===== src/rtl/pot_dot_accumulator_pkg.sv =====
// Shared widths and weight-field layout for the PoT dot-product datapath.
package pot_dot_accumulator_pkg;

  function automatic int prod_width(input int iw, input int ww);
    return iw + 2**ww;
  endfunction

  function automatic int acc_width(input int iw, input int ww, input int vl);
    return prod_width(iw, ww) + $clog2(vl);
  endfunction

  // Weight code: MSB is the sign, the bits below it are the shift amount.
  function automatic int sign_idx(input int ww);
    return ww - 1;
  endfunction

  function automatic int shamt_msb(input int ww);
    return ww - 2;
  endfunction

endpackage


===== src/rtl/pot_dot_accumulator_pot_shift.sv =====
// Power-of-two weight multiplier: data scaled by 2**(2**W - shamt), optionally negated.
module pot_shift
  import pot_dot_accumulator_pkg::*;
#(
  parameter int WEIGHT_BIT_WIDTH = 4,
  parameter int INPUT_BIT_WIDTH  = 4,
  localparam int PROD_W = prod_width(INPUT_BIT_WIDTH, WEIGHT_BIT_WIDTH)
) (
  input  logic signed [INPUT_BIT_WIDTH-1:0]  data,
  input  logic        [WEIGHT_BIT_WIDTH-1:0] weight,
  output logic signed [PROD_W-1:0]           prod
);

  localparam int SHAMT_W = WEIGHT_BIT_WIDTH - 1;
  localparam int SHIFT_W = WEIGHT_BIT_WIDTH + 1;
  localparam logic [SHIFT_W-1:0] SHIFT_TOP = SHIFT_W'(2**WEIGHT_BIT_WIDTH);

  logic                     neg;
  logic [SHAMT_W-1:0]       shamt;
  logic [SHIFT_W-1:0]       shift;
  logic signed [PROD_W-1:0] data_ext;
  logic signed [PROD_W-1:0] mag;

  assign neg      = weight[sign_idx(WEIGHT_BIT_WIDTH)];
  assign shamt    = weight[shamt_msb(WEIGHT_BIT_WIDTH):0];
  assign shift    = SHIFT_TOP - SHIFT_W'(shamt);
  assign data_ext = $signed({{(PROD_W-INPUT_BIT_WIDTH){data[INPUT_BIT_WIDTH-1]}}, data});
  assign mag      = data_ext <<< shift;
  // Negating the most negative activation at full scale wraps in PROD_W bits.
  assign prod     = neg ? -mag : mag;

endmodule


===== src/rtl/pot_dot_accumulator.sv =====
// Streams (activation, PoT weight) pairs, sums VECTOR_LENGTH products, and
// hands each dot product out through a one-entry valid/ready output register.
module pot_dot_accumulator
  import pot_dot_accumulator_pkg::*;
#(
  parameter int WEIGHT_BIT_WIDTH = 4,
  parameter int INPUT_BIT_WIDTH  = 4,
  parameter int VECTOR_LENGTH    = 16,
  localparam int PROD_W = prod_width(INPUT_BIT_WIDTH, WEIGHT_BIT_WIDTH),
  localparam int ACC_W  = acc_width(INPUT_BIT_WIDTH, WEIGHT_BIT_WIDTH, VECTOR_LENGTH)
) (
  input  logic                               clk,
  input  logic                               rst,
  input  logic signed [INPUT_BIT_WIDTH-1:0]  in_data,
  input  logic        [WEIGHT_BIT_WIDTH-1:0] in_weight,
  input  logic                               in_valid,
  output logic                               in_ready,
  output logic signed [ACC_W-1:0]            out_data,
  output logic                               out_valid,
  input  logic                               out_ready
);

  localparam int CNT_W = $clog2(VECTOR_LENGTH);
  localparam logic [CNT_W-1:0] LAST = CNT_W'(VECTOR_LENGTH - 1);

  logic signed [PROD_W-1:0] prod;
  logic signed [ACC_W-1:0]  prod_ext;
  logic signed [ACC_W-1:0]  acc;
  logic signed [ACC_W-1:0]  sum;
  logic [CNT_W-1:0]         count;
  logic                     is_last;
  logic                     accept;

  pot_shift #(
    .WEIGHT_BIT_WIDTH(WEIGHT_BIT_WIDTH),
    .INPUT_BIT_WIDTH (INPUT_BIT_WIDTH)
  ) u_pot_shift (
    .data  (in_data),
    .weight(in_weight),
    .prod  (prod)
  );

  assign prod_ext = $signed({{(ACC_W-PROD_W){prod[PROD_W-1]}}, prod});
  assign sum      = acc + prod_ext;
  assign is_last  = (count == LAST);
  // Only a last element needs the output register, so only it can stall.
  assign in_ready = !(is_last && out_valid && !out_ready);
  assign accept   = in_valid && in_ready;

  always_ff @(posedge clk) begin
    if (rst) begin
      acc       <= '0;
      count     <= '0;
      out_data  <= '0;
      out_valid <= 1'b0;
    end else begin
      if (out_valid && out_ready) out_valid <= 1'b0;
      if (accept) begin
        if (is_last) begin
          out_data  <= sum;
          out_valid <= 1'b1;
          acc       <= '0;
          count     <= '0;
        end else begin
          acc   <= sum;
          count <= count + 1'b1;
        end
      end
    end
  end

endmodule


===== config.mk =====
export PLATFORM = sky130hd
export DESIGN_NAME = pot_dot_accumulator
export DESIGN_NICKNAME = d
export VERILOG_FILES = /design/src/rtl/pot_dot_accumulator_pkg.sv /design/src/rtl/pot_dot_accumulator_pot_shift.sv /design/src/rtl/pot_dot_accumulator.sv
export SDC_FILE = /design/constraint.sdc
export NUM_CORES = 1
export LEC_CHECK = 0
export CAP_MARGIN = 20
export CORE_UTILIZATION = 60
export CTS_CLUSTER_DIAMETER = 200
export DETAILED_ROUTE_END_ITERATION = 16
export PLACE_DENSITY_LB_ADDON = 0.05
export SLEW_MARGIN = 20
export SYNTH_ARGS = -nofsm -noshare
export SYNTH_HDL_FRONTEND = slang
export SYNTH_SLANG_ARGS = --single-unit

===== constraint.sdc =====
create_clock -name clk -period 13 [get_ports clk]
set_input_delay 2.6 -clock clk [delete_from_list [all_inputs] [get_ports clk]]
set_output_delay 2.6 -clock clk [all_outputs]
set_load 0.02 [all_outputs]

==> results of run 1 <==
[layer usage]
metal	share of wire (%)	wire length (µm)	track usage, %	up-vias
met2	47	5180	49.7	147
met5	0	0	0	-
met3	4.7	514	3.05	14
li1	-	-	-	2089
met1	47	5170	40.6	2013
met4	1.3	146	8.33	0
[where the power goes]
part           switching, mW  internal [mW]  total [mW]
Sequential           0.00935          0.175       0.184
Combinational          0.145         0.0993       0.244
Clock                 0.0593         0.0579       0.117
Total                  0.213          0.332       0.545
[logic make-up (layout without fill, tap and decap cells)]
group | Yosys count | after routing | share of synthesized area, %
flip-flops | 53 | 53 | 24.6
AO/OA/AOI/OAI | 170 | 170 | 27.0
AND/OR/NAND/NOR | 219 | 219 | 25.7
buffers and inverters | 42 | 60 | 4.09
XOR/XNOR | 34 | 34 | 6.90
adder cells (fa/ha/maj) | 32 | 32 | 9.45
multiplexers | 9 | 9 | 2.32
[critical path, delay by kind of cell]
kind            cells  cell delay [ns]
compound gates     10             2.85
fa+ha+maj           2             1.08
buf+inv             2             1.11
mux                 1             0.38
simple gates        4             0.98
[cell type report]
type | count | area [µm²] | share of cell area [%]
well taps | 96 | 120 | 2.50
repair buffers | 38 | 373 | 7.77
flip-flops and latches | 53 | 1060 | 22.1
multi-input cells | 464 | 3080 | 64.2
clock buffers | 5 | 68.8 | 1.43
clock inverters | 3 | 43.8 | 0.913
inverters | 14 | 52.6 | 1.10
[state kept, by name, summed over array words and instances (netlist names)]
| name | count |
|---|---|
| acc | 24 |
| count | 4 |
| out_data | 24 |
| out_valid | 1 |
[cells in the mapped netlist (9+ instances only)]
cell / n
nor2_1: 60
xor2_1: 15
nand3_1: 12
dfxtp_1: 53
a22oi_1: 16
xnor2_1: 19
o21bai_1: 9
o21ai_0: 18
inv_1: 14
clkbuf_1: 23
a21oi_1: 52
ha_1: 31
nand2_1: 71
nor2b_1: 10
[how the worst max path moves through the flow]
stage          depth (start not counted)      endpoint         start  slack [ns]
2_1_floorplan                         23       acc[21]  in_weight[0]        5.46
3_3_place_gp                          19       acc[21]  in_weight[0]        4.13
3_5_place_dp                          21  out_data[22]  in_weight[0]        4.01
4_1_cts                               20  out_data[22]  in_weight[0]        4.32
5_1_grt                               21  out_data[22]  in_weight[0]        3.72
6_report                              19       acc[21]  in_weight[0]        4.20
[through the flow]
step                area, µm²  hold WS, ns
floorplan                4310        0.441
global placement         4680        0.440
detailed placement       4680        0.448
CTS                      4800        0.462
global route             4800        0.472
finish                   4800        0.457
==> run_results.csv, run 1 <==
group,metric,value,unit
clock_network,cts_tree,"yes",
routing,drt-total-wl,11000,µm
sta,setup_viol,0,
setup_path,critPathRequiredTime,13.21,ns
min_path,min_from,"out_data[4]",
sta,maxSlewHeadroom,30.0,%
clock_network,post_cts_buffers,0,
synth,yosysSeqAreaShare,24.6,%
sta,rsz0062_at_grt,"false",
floorplanning,die_w,86.8,µm
synth,synthCells,559,
run,maxCapViolations,0,
floorplanning,die_h,86.8,µm
setup_path,worst_setup_path_start_kind,"primary input",
setup_path,path_cells,"clkdlybuf4s50_1 > inv_1 > ha_1 > mux2_4 > a22o_4 > nand4bb_4 > o31a_1 > or3b_2 > o22ai_1 > a21oi_1 > o22ai_1 > ha_1 > and2_1 > a221o_1 > o211ai_1 > a21oi_1 > a221oi_1 > nor4_1 > a311o_1",
placed_design,gp_congestion,0.927,
synth,synth_seq_cells,53,
placed_design,place_inst,665,
layout,layout_commonest_cell,"nand2_1",
setup_path,slowest_delay,0.88,ns
routing,ant_nets,0,
layout,final_cell_mix,"nand2_1, nor2_1, dfxtp_1",
global_routing,grt_start_max_net_pins,63,
power,ir_worst_vdd,0.0849,mV
layout,area_growth,11.2,%
placed_design,numPortBuffers,37,
power,p_total,545,µW
synth,synth_top_area_cell,"dfxtp_1",
layout,finish.utilization,69.8,%
floorplanning,num_rows,30,
min_path,hold_depth,2,
placed_design,place_hpwl,8040,µm
clock_network,hold_buffers,0,
floorplanning,core,6870,µm²
floorplanning,initial_utilization,62.8,%
min_path,whs_endpoint,"out_data[4]",
synth,synth_edf_count,0,
routing,drt_iter0_drc,246,
synth,ys_top_cells_by_area,"dfxtp_1, ha_1, nand2_1, a21oi_1, nor2_1",
clock_network,clock_path_buffers,2,
global_routing,grt_pass1_vias,3841,
clock_network,cts_made_buffers,5,
synth,mappedNetlistArea,4310,µm²
sta,slew_viol_final,0,
synth,synth_top_area_share,24.6,%
sta,fin_crit_sh,67.7,%
routing,num_vias,4263,
routing,drc,0,
setup_path,cp_max_fo,20,
setup_path,r2r_end,"out_data[22]",
synth,async_flop_share,0,%
layout,final_cell_count_no_fill,673,
global_routing,grt_pass1_wl,18100,µm
sta,worstMarginPinSlew,1.05,ns
layout,drive_gt1_share,3.81,%
setup_path,reg2reg_slack,10.04,ns
setup_path,crit-reg2reg-launch,"acc[0]",
layout,fill_cells,581,
setup_path,rr_worst_depth,11,
power,p_leak,1.95,nW
setup_path,crit_type,"in -> reg",
clock_network,htreeDepth,2,
global_routing,grt_overflow,0,
outcome,status,"complete, no violations",
routing,drtPass1Iterations,6,
sta,hold_viol,0,
synth,ys_types,62,
global_routing,grt_use_total,29.8,%
synth,avgSynthCellArea,7.72,µm²
routing,viasPerCell,6.33,
sta,tns,0,ns
layout,final_nets,620,
setup_path,critPathCaptureType,"flop",
synth,syn_nets,603,
setup_path,cp.arrival,9.01,ns
floorplanning,dieArea,7530,µm²
clock_network,path_clk_slew,0.11,ns
sta,setup_slack,4.20,ns
layout,diodes,0,
clock_network,insertion_delay,0.31,ns
placed_design,place_ws,4.01,ns
floorplanning,ios,38,
synth,yosys_warnings,0,
sta,clock.fmax,114,MHz
clock_network,cts_resized,0,
setup_path,crit_slowest_cell,"clkdlybuf4s50_1",
global_routing,antenna_found_initial,0,
sta,worst_clock_skew,0.0113,ns
clock_network,clock_sinks,53,
power,cellPowerDensity,114,nW/µm²
clock_network,cts_root_buf,"clkbuf_8",
synth,ys.flop_type,"dfxtp_1",
routing,wl_per_cell,16.4,µm
sta,fin_crit,8.80,ns
min_path,hold_class,"reg -> reg",
No activity file was read; power rests on OpenSTA's default activity.
==> inputs of run 2 (changes only) <==
- CORE_UTILIZATION: 60 -> 59
- clock period: 13 -> 8.2 ns (I/O delays scaled with it)
==> run 2 against run 1 <==
Global-route usage fell by 0.49 points. Clock power increased by 85%. Worst hold slack better by 0.00082 ns. Non-clock buffer count is 3 higher. Worst setup slack got worse by 3.4 ns. Largest power group unchanged.
==> run_results.csv, run 2 (synthesis gave the netlist of run 1 again) <==
group,metric,value,unit
routing,drt_iter0_drc,271,
layout,reg_top3,"acc: 24 flops, out_data: 24 flops, count: 4 flops",
floorplanning,ios,38,
floorplanning,die_w,87.5,µm
power,p_leak,1.98,nW
clock_network,htreeDepth,2,
clock_network,post_cts_buffers,0,
global_routing,grt_start_max_net_pins,63,
layout,final_cell_count_no_fill,676,
power,cellPowerDensity,185,nW/µm²
routing,drtPass1Iterations,5,
setup_path,cpLargestDelayFamily,"compound AO/OA/AOI/OAI gates",
floorplanning,num_rows,30,
placed_design,place_inst,668,
placed_design,numPortBuffers,37,
sta,hold_viol,0,
setup_path,critPathRequiredTime,8.40,ns
min_path,min_from,"out_data[8]",
setup_path,cp.arrival,7.62,ns
clock_network,clock_sinks,53,
global_routing,grt_use_total,29.3,%
routing,drt-total-wl,10800,µm
sta,setup_slack,0.788,ns
routing,ant_nets,0,
setup_path,crit_slowest_cell,"ha_1",
routing,wl_per_cell,16.0,µm
setup_path,path_cells,"clkdlybuf4s50_1 > inv_1 > ha_1 > mux2_4 > a22o_4 > nand4bb_4 > o31a_1 > or3b_2 > o22ai_1 > a21oi_1 > o22ai_1 > ha_1 > and2_1 > a221o_1 > o211ai_1 > a21oi_1 > a221oi_1 > nor4_1 > a311o_1",
power,p_int,559,µW
layout,final_cell_mix,"nand2_1, nor2_1, dfxtp_1",
sta,fin_crit,7.41,ns
sta,clock.fmax,135,MHz
power,p_switching,336,µW
placed_design,place_ws,0.588,ns
setup_path,critPathLaunch,"in_weight[1]",
floorplanning,die_h,87.5,µm
layout,layout_commonest_cell,"nand2_1",
global_routing,grt_pass1_wl,17900,µm
sta,worstMarginPinSlew,1.06,ns
clock_network,insertion_delay,0.31,ns
routing,num_vias,4221,
sta,rsz0062_at_grt,"false",
layout,finish.utilization,69.7,%
clock_network,cts_tree,"yes",
sta,setup_viol,0,
power,p_comb_share,43.1,%
outcome,status,"complete, no violations",
clock_network,path_clk_slew,0.10,ns
placed_design,gp_congestion,0.913,
floorplanning,core,6940,µm²
layout,diodes,0,
sta,fin_crit_sh,90.4,%
power,p_sw_share,37.6,%
layout,final_area,4840,µm²
global_routing,grt_overflow,0,
power,ir_worst_vdd,0.138,mV
clock_network,clock_path_buffers,2,
power,clkPwrFrac,24.3,%
sta,hold_ws,0.458,ns
layout,area_growth,12.3,%
sta,slew_viol_final,0,
sta,tns,0,ns
sta,worst_clock_skew,0.0106,ns
layout,final_nets,623,
min_path,hold_class,"reg -> reg",
routing,viasPerCell,6.24,
placed_design,place_hpwl,7900,µm
setup_path,slowest_delay,0.70,ns
setup_path,crit_type,"in -> reg",
clock_network,cts_root_buf,"clkbuf_8",
clock_network,hold_buffers,0,
routing,drc,0,
layout,drive_gt1_share,4.31,%
run,maxCapViolations,0,
power,p_seq_share,32.7,%
floorplanning,dieArea,7660,µm²
setup_path,crit-reg2reg-launch,"acc[0]",
setup_path,cp_max_fo,20,
global_routing,grt_pass1_vias,3834,
clock_network,cts_resized,0,
clock_network,cts_made_buffers,5,
setup_path,worst_setup_path_start_kind,"primary input",
sta,maxSlewHeadroom,29.3,%
global_routing,antenna_found_initial,0,
setup_path,crit_buf_inv,2,
power,p_total,895,µW
setup_path,critPathCaptureType,"flop",
floorplanning,initial_utilization,62.1,%
placed_design,dpl_cell_area,4710,µm²
-- run 2: changes by cell type in the layout (fill, tap and decap cells not counted) --
cell	change
clkinv_2	-1
bufinv_16	+1
buf_4	+3
-- run 2: final cells by class --
| cell class | count | area (µm²) |
|---|---|---|
| clock buffer | 5 | 68.8 |
| clock inverter | 3 | 68.8 |
| fill | 579 | 2100 |
| inverter | 14 | 52.6 |
| multi-input combinational | 464 | 3080 |
| sequential | 53 | 1060 |
| tap | 96 | 120 |
| timing repair buffer | 41 | 395 |
-- run 2: power by group through the flow --
stage | clock (mW) | sequential (mW) | combinational (mW)
final | 0.217 | 0.292 | 0.385
after global routing | 0.229 | 0.295 | 0.426
after CTS | 0.220 | 0.292 | 0.378
after detailed placement | 0 | 0.297 | 0.375
after global placement | 0 | 0.297 | 0.371
after floorplan | 0 | 0.293 | 0.305
-- run 2: final timing paths --
| check | to | depth (start not counted) | slack (ns) |
|---|---|---|---|
| setup / recovery | acc[21] | 19 | 0.79 |
| hold / removal | out_data[8] | 2 | 0.46 |
| setup reg to reg | acc[16] | 11 | 5.14 |
| hold reg to reg | out_data[8] | 2 | 0.46 |
-- run 2: worst register-to-register path, cell delays in order (launching register included) --
cell and delay, ns:
dfxtp_1 0.40, nor4b_1 0.52, and2_1 0.28, fa_1 0.22
a21o_1 0.11, a21oi_1 0.11, o21a_1 0.23, o211a_1 0.28
nor2b_1 0.12, o21ai_0 0.15, or4_1 0.50, nand3_1 0.09
-- run 2: per-layer routing --
metal | vias to the layer above | routed length [µm] | GRT usage [%]
li1 | 2081 | - | -
met1 | 1998 | 5190 | 40.0
met2 | 121 | 4930 | 48.7
met3 | 21 | 505 | 3.60
met4 | 0 | 193 | 8.05
met5 | - | 0 | 0
==> inputs of run 3 (changes only) <==
- CORE_UTILIZATION: 59 -> 60
- CTS_BUF_LIST: default -> sky130_fd_sc_hd__clkbuf_8
==> run 3 against run 2 <==
Core utilization decreased by 0.094 points. Sequential cell count unchanged. Count of clock-buffer cells in the layout unchanged. Via count decreased by 0.52%. Die area down 1.6%. Critical path depth increased by 1. Largest cell class unchanged.
==> run_results.csv, run 3 (synthesis gave the netlist of run 1 again) <==
group,metric,value,unit
layout,final_cell_mix,"nand2_1, nor2_1, dfxtp_1",
sta,worstMarginPinSlew,1.06,ns
power,ir_worst_vdd,0.130,mV
clock_network,path_clk_slew,0.10,ns
routing,ant_nets,0,
sta,setup_viol,0,
sta,clock.fmax,136,MHz
sta,maxSlewHeadroom,29.6,%
clock_network,insertion_delay,0.31,ns
setup_path,path_cells,"clkdlybuf4s50_1 > inv_1 > ha_1 > ha_1 > nor2_1 > a22o_4 > nand4bb_4 > o31a_1 > or3b_2 > o22ai_1 > a21oi_1 > o22ai_1 > ha_1 > and2_1 > a221o_1 > o211ai_1 > a21oi_1 > a221oi_1 > nor4_1 > a311o_1",
global_routing,antenna_found_initial,0,
floorplanning,core,6870,µm²
clock_network,post_cts_buffers,0,
routing,drt-total-wl,10900,µm
setup_path,cp_common_cell,"ha_1",
global_routing,grt_use_met3,4.19,%
global_routing,grt_use_met1,41.3,%
layout,final_nets,622,
routing,wl_per_cell,16.2,µm
sta,fin_crit,7.35,ns
placed_design,place_hpwl,8050,µm
global_routing,grt_use_total,30.2,%
global_routing,top_usage_layer,"met2",
setup_path,cp_max_fo,22,
layout,fill_cells,591,
setup_path,critPathCaptureType,"flop",
placed_design,numPortBuffers,37,
placed_design,dpl_cell_area,4700,µm²
clock_network,cts_made_buffers,5,
setup_path,critPathLaunch,"in_weight[1]",
floorplanning,die_h,86.8,µm
routing,num_vias,4199,
setup_path,slowest_delay,0.70,ns
setup_path,crit_type,"in -> reg",
setup_path,cp.arrival,7.55,ns
min_path,min_from,"out_data[3]",
setup_path,critPathRequiredTime,8.41,ns
layout,regArea,1060,µm²
outcome,status,"complete, no violations",
floorplanning,initial_utilization,62.8,%
sta,tns,0,ns
setup_path,worst_setup_path_start_kind,"primary input",
layout,diodes,0,
clock_network,cts_root_buf,"clkbuf_8",
global_routing,gr-usage-met2,50.3,%
clock_network,cts_tree,"yes",
setup_path,crit_slowest_cell,"ha_1",
clock_network,htreeDepth,2,
sta,rsz0062_at_grt,"false",
floorplanning,die_w,86.8,µm
sta,hold_ws,0.456,ns
layout,layout_commonest_cell,"nand2_1",
power,cellPowerDensity,175,nW/µm²
clock_network,cts_resized,0,
layout,reg_top3,"acc: 24 flops, out_data: 24 flops, count: 4 flops",
run,maxCapViolations,0,
clock_network,hold_buffers,0,
global_routing,grt_pass1_vias,3754,
placed_design,place_inst,667,
global_routing,grt_pass1_wl,18100,µm
routing,drc,0,
sta,slew_viol_final,0,
min_path,hold_class,"reg -> reg",
clock_network,clock_path_buffers,2,
sta,worst_clock_skew,0.00796,ns
floorplanning,num_rows,30,
global_routing,grt_overflow,0,
setup_path,crit-reg2reg-launch,"acc[0]",
sta,hold_viol,0,
floorplanning,dieArea,7530,µm²
routing,viasPerCell,6.22,
placed_design,gp_congestion,0.948,
layout,drive_gt1_share,3.97,%
clock_network,clock_sinks,53,
layout,area_growth,10.9,%
layout,multi_input_area,3080,µm²
layout,final_area,4780,µm²
layout,final_cell_count_no_fill,675,
sta,fin_crit_sh,89.6,%
global_routing,grt_start_max_net_pins,63,
power,p_leak,1.96,nW
routing,drt_iter0_drc,255,
routing,drtPass1Iterations,5,
floorplanning,ios,38,
run 3: changes by cell type in the layout (fill, tap and decap cells not counted), sizes merged:
cell	before	now
buf	5	4
bufinv	2	0
clkinv	0	1
inv	15	16
run 3: final timing paths:
kind / endpoint / slack [ns] / cells past startpoint
max reg2reg: acc[16] / 5.01 / 11
max: acc[21] / 0.85 / 20
min reg2reg: out_data[3] / 0.46 / 2
min: out_data[3] / 0.46 / 2
run 3: routing by layer:
metal  vias to the layer above  share of wire (%)
met5                         -                  0
met4                         0                1.5
met3                        16                5.6
met2                       137                 46
met1                      1958                 47
li1                       2088                  -
run 3: power breakdown:
part	switching (mW)	internal, mW	total (mW)
logic	0.232	0.158	0.390
registers	0.0144	0.277	0.292
clock network	0.0932	0.0600	0.153
total	0.340	0.496	0.835
run 3: stage by stage:
stage,util (%),power [mW],setup slack [ns]
2_1_floorplan,-,0.598,1.62
3_3_place_gp,68.4,0.669,0.687
3_5_place_dp,68.4,0.677,0.584
4_1_cts,69.7,0.831,0.906
5_1_grt,69.7,0.892,0.410
6_report,69.7,0.835,0.853
run 3: critical path: cells and delay by family:
| family | cells | cell delay [ns] |
|---|---|---|
| AOI/OAI and AO/OA | 10 | 2.91 |
| adders and majority gates | 3 | 1.17 |
| buffers and inverters | 2 | 0.65 |
| and+or+nand+nor | 5 | 1.17 |
run 3: final cells by class:
cell class / count / area share, %
Clock buffer: 5 / 1.44
Tap cell: 96 / 2.51
Timing Repair Buffer: 40 / 8.11
Sequential cell: 53 / 22.2
Multi-Input combinational cell: 464 / 64.3
Clock inverter: 3 / 0.366
Inverter: 14 / 1.10
